## config.mk

```make
export PLATFORM = sky130hd
export DESIGN_NAME = address_router
export DESIGN_NICKNAME = d
export VERILOG_FILES = /design/src/rtl/address_router.sv
export SDC_FILE = /design/constraint.sdc
export NUM_CORES = 1
export LEC_CHECK = 0
export ABC_CLOCK_PERIOD_IN_PS = 1990
export CAP_MARGIN = 40
export CORE_AREA = 2 2 113 115
export DETAILED_ROUTE_END_ITERATION = 6
export DIE_AREA = 0 0 115 117
export PLACE_DENSITY = 0.77
export SLEW_MARGIN = 15
export SYNTH_ARGS = -nofsm -noshare
export SYNTH_HDL_FRONTEND = slang
export SYNTH_SLANG_ARGS = --single-unit
```

## constraint.sdc

```tcl
create_clock -name clk -period 1.99 [get_ports clk]
set_clock_uncertainty 0.05 [all_clocks]
set_input_delay 0.199 -clock clk [delete_from_list [all_inputs] [get_ports clk]]
set_output_delay 0.199 -clock clk [all_outputs]
set_load 0.02 [all_outputs]
```

## src/rtl/address_router.sv

```systemverilog
// One-entry address-channel holding stage that routes a master request to one of num_slaves lanes.
// Optional ADDRESS_ROUTER_PASSTHRU_READY_EN lets a new request be accepted on the completing edge.
module address_router #(
   parameter int unsigned num_slaves = 5
) (
   input  logic                    clk,
   input  logic                    reset,
   input  logic [31:0]             m_addr,
   input  logic [7:0]              m_len,
   input  logic [2:0]              m_size,
   input  logic [1:0]              m_burst,
   input  logic                    m_valid,
   output logic                    m_ready,
   output logic [num_slaves*32-1:0] s_addr,
   output logic [num_slaves*8-1:0]  s_len,
   output logic [num_slaves*3-1:0]  s_size,
   output logic [num_slaves*2-1:0]  s_burst,
   output logic [num_slaves-1:0]    s_valid,
   input  logic [num_slaves-1:0]    s_ready,
   input  logic [2:0]               slave,
   output logic [2:0]               sel_q
);

   typedef enum logic {IDLE, BUSY} state_t;

   state_t      state;
   logic [31:0] addr_q;
   logic [7:0]  len_q;
   logic [2:0]  size_q;
   logic [1:0]  burst_q;
   logic        sel_in_range;
   logic        sel_ready;
   logic        lane_done;
   logic        accept;

   // Lane lookup by loop keeps s_ready indexing in range when sel_q >= num_slaves.
   always_comb begin
      sel_in_range = 1'b0;
      sel_ready    = 1'b0;
      for (int unsigned i = 0; i < num_slaves; i++) begin
         if (sel_q == 3'(i)) begin
            sel_in_range = 1'b1;
            sel_ready    = s_ready[i];
         end
      end
   end

   assign lane_done = (state == BUSY) && (!sel_in_range || sel_ready);

`ifdef ADDRESS_ROUTER_PASSTHRU_READY_EN
   assign m_ready = reset && ((state == IDLE) || lane_done);
`else
   assign m_ready = reset && (state == IDLE);
`endif

   assign accept = m_valid && m_ready;

   always_ff @(posedge clk or negedge reset) begin
      if (!reset) begin
         state   <= IDLE;
         sel_q   <= '0;
         addr_q  <= '0;
         len_q   <= '0;
         size_q  <= '0;
         burst_q <= '0;
      end else begin
         if (accept) begin
            sel_q   <= slave;
            addr_q  <= m_addr;
            len_q   <= m_len;
            size_q  <= m_size;
            burst_q <= m_burst;
         end
         case (state)
            IDLE:    if (accept) state <= BUSY;
            BUSY:    if (lane_done && !accept) state <= IDLE;
            default: state <= IDLE;
         endcase
      end
   end

   always_comb begin
      s_valid = '0;
      s_addr  = '0;
      s_len   = '0;
      s_size  = '0;
      s_burst = '0;
      if (state == BUSY) begin
         for (int unsigned i = 0; i < num_slaves; i++) begin
            if (sel_q == 3'(i)) begin
               s_valid[i]         = 1'b1;
               s_addr[i*32 +: 32] = addr_q;
               s_len[i*8 +: 8]    = len_q;
               s_size[i*3 +: 3]   = size_q;
               s_burst[i*2 +: 2]  = burst_q;
            end
         end
      end
   end

endmodule

```

==> flow_summary_export.csv <==
group,metric,value,unit
status,status,"finished with violations",
status,violations,"hold timing, setup timing",
floorplanning,die_h,117,um
synthesis,synthCells,369,
floorplanning,io_pins,290,
critical_path,cpPeakStageDelay,430,ps
routing,final_antenna_net_count,0,
clock_network,clock_latency,290,ps
routing,drtPass1Iterations,5,
placed_design,dp_hpwl,8.86,mm
global_routing,gr-total-overflow,0,
floorplanning,start_util,29.2,%
routing,viasPerCell,4.68,
placed_design,place_congestion,0.753,
routing,drt_iter0_markers,181,
power_and_ir_drop,irDropWorstVdd,524,uV
critical_path,r2r-end,"size_q[2]",
synthesis,synthesis.area,3600,sq um
routing,top_layer,"met4",
sta,setup_ws,-61.9,ps
power_and_ir_drop,power-per-cell-area,672,nW/um^2
synthesis,syn_avg_cell_area,9.75,sq um
finish,syn_to_final_growth,118,%
run,drv_cap,0,
global_routing,antenna_found_initial,0,
floorplanning,coreArea,12300,sq um
floorplanning,die_w,115,um
clock_network,cts_buffer_depth,2,
sta,max_clock_freq,0.487,GHz
synthesis,seq_area_frac_synth,34.1,%
critical_path,critPathArrivalTime,1800,ps
routing,route.detailed.drc,0,
clock_network,cts_tree,"done",
critical_path,rr_worst_depth,5,
critical_path,crit_chain,"buf_6, nor4b_4, buf_4, buf_6, clkbuf_16, and2_4, buf_6",
global_routing,grt_pass1_vias,3688,
clock_network,root_buffer,"clkbuf_16",
critical_path,crit_top_cell,"buf_6",
synthesis,yosys.area.top_type,"and2_1",
sta,max_slew.worst_pin.slew,658,ps
critical_path,end_kind,"primary output",
sta,final-setup-viol-count,101,
clock_network,path_clk_slew,60,ps
power_and_ir_drop,p_leak,3.72,nW
finish,final_cell_mix,"132 x buf_6, 111 x and2_4, 108 x and2_1",
routing,avgRoutedWirePerCell,20.5,um
finish,fin_cells,844,
finish,antenna_cells,0,
synthesis,yosys_warnings,0,
finish,layout-drive-gt1-share,67.7,%
global_routing,grt_first_pass_wirelength,21.5,mm
routing,vias,3954,
sta,fin_crit_sh,103,%
critical_path,critPathMaxFanout,5,
synthesis,synth_nets,425,
clock_network,clock-sinks,49,
sta,finalCriticalPeriod,2050,ps
critical_path,worst_path_max_delay_cell,"dfrtp_2",
routing,wirelength,17.3,mm
critical_path,crit_buf_inv,5,
placed_design,place_ws,-153,ps
routing,met3_length,1.02,mm
finish,final_common_cell,"buf_6",
worst_hold_path,hold_class,"in -> async",
synthesis,synth_cell_types,23,
sta,slew_violations,0,
routing,wirelength_met1,7.28,mm
synthesis,synth_top_area_share,38.1,%
placed_design,port_buffers,289,
sta,finalHoldViolations,1,
sta,slew-limit-headroom,56.2,%
sta,rsz0062_at_grt,"yes",
floorplanning,die_area,13500,sq um
critical_path,crit_family,"buffers and inverters",
synthesis,synth_seq_cells,49,
clock_network,cts_htree_levels,2,
critical_path,rrSetupSlack,430,ps
placed_design,place_area,6630,sq um
synthesis,synth_area_leaders,"and2_1 38%, dfrtp_1 34%, mux2_2 12%, mux2_4 3.8%, buf_6 3.8%",
critical_path,worstPathRequired,1740,ps
routing,met2_wirelength,8.61,mm
global_routing,grtUsageTotal,21.1,%
critical_path,critPathKind,"reg -> out",
finish,utilization,63.6,%
sta,timing.hold.ws,-0.601,ps
critical_path,cp-start-kind,"flip-flop",
placed_design,dp.cells,795,
clock_network,cts_buffers,5,
finish,fin_area,7830,sq um
global_routing,grt_max_degree,50,
floorplanning,num_rows,41,
critical_path,timing.rr.start,"state",
finish,nNetsFinal,749,
-- per-stage QoR --
stage | setup TNS (ps) | power, W
CTS | -235 | 0.00480
finish | -2510 | 0.00527
floorplan | 0 | 0.00279
global route | -12170 | 0.00553
detailed placement | -21640 | 0.00380
global placement | -15170 | 0.00374
-- how the worst max path moves through the flow --
stage	from	to	slack, ps	depth (start not counted)
floorplan	sel_q[2]	s_addr[23]	210	4
global placement	sel_q[2]	s_len[23]	-130	4
detailed placement	sel_q[2]	s_size[6]	-150	4
CTS	sel_q[0]	s_addr[12]	-30	6
global route	sel_q[2]	s_addr[12]	-130	7
finish	sel_q[2]	s_addr[26]	-60	7
-- Yosys cell counts --
cell and number:
and2_1 219, dfrtp_1 49, mux2_2 39, buf_6 12
mux2_4 9, buf_2 8, and2_2 6, clkbuf_1 6
clkbuf_2 3, nand2_1 3, nor4b_4 2, o21ai_0 2
a211oi_1 1, a21boi_0 1, and4b_1 1, and4bb_1 1
buf_4 1, inv_4 1, mux2i_1 1, nand3b_1 1
nand4_1 1, nor2b_2 1, nor3_4 1
-- state kept, by name (all words and copies together), names as in the netlist --
name and cells:
addr_q 32, burst_q 2, len_q 8, sel_q 3, size_q 3, state 1
-- routing by layer --
layer  GRT usage, %  vias to the layer above
met5              0                        -
met4           7.47                        0
met3           4.43                       30
met2           37.9                      195
met1           24.9                     1912
li1               -                     1817
-- layout make-up --
| class | instances | area [sq um] |
|---|---|---|
| fill | 997 | 4480 |
| timing repair buffer | 347 | 3840 |
| multi-input combinational | 289 | 2430 |
| sequential | 49 | 1230 |
| tap | 150 | 188 |
| clock buffer | 8 | 136 |
| inverter | 1 | 6.26 |
-- cell families (layout without fill, tap and decap cells) --
kind of cell,after synthesis,in the layout,share of synthesized area (%)
flip-flops,49,49,34.1
AO/OA/AOI/OAI,4,4,0.696
AND/OR/NAND/NOR,236,236,42.7
buffers and inverters,31,356,6.30
multiplexers,49,49,16.2
-- worst register-to-register path, delay by kind of cell, from the launching register on --
kind	cells	cell delay, ps
flip-flops	1	460
buffers and inverters	2	360
multiplexers	1	350
AND/OR/NAND/NOR	2	240
-- power by group --
group / leakage (nW) / total [W] / internal [W] / switching (W)
combinational: 3.09 / 0.00264 / 0.00151 / 0.00113
clock: 0.0652 / 0.000821 / 0.000468 / 0.000353
sequential: 0.570 / 0.00180 / 0.00131 / 0.000485
-- timing repair --
item	4_1_cts	5_1_grt
pin swaps	5	2
setup buffers	15	4
gates resized for setup	973	348
cloned	11	13
endpoints found under the setup margin	230	207
hold buffers	0	0
(Power assumes the default switching activity.)
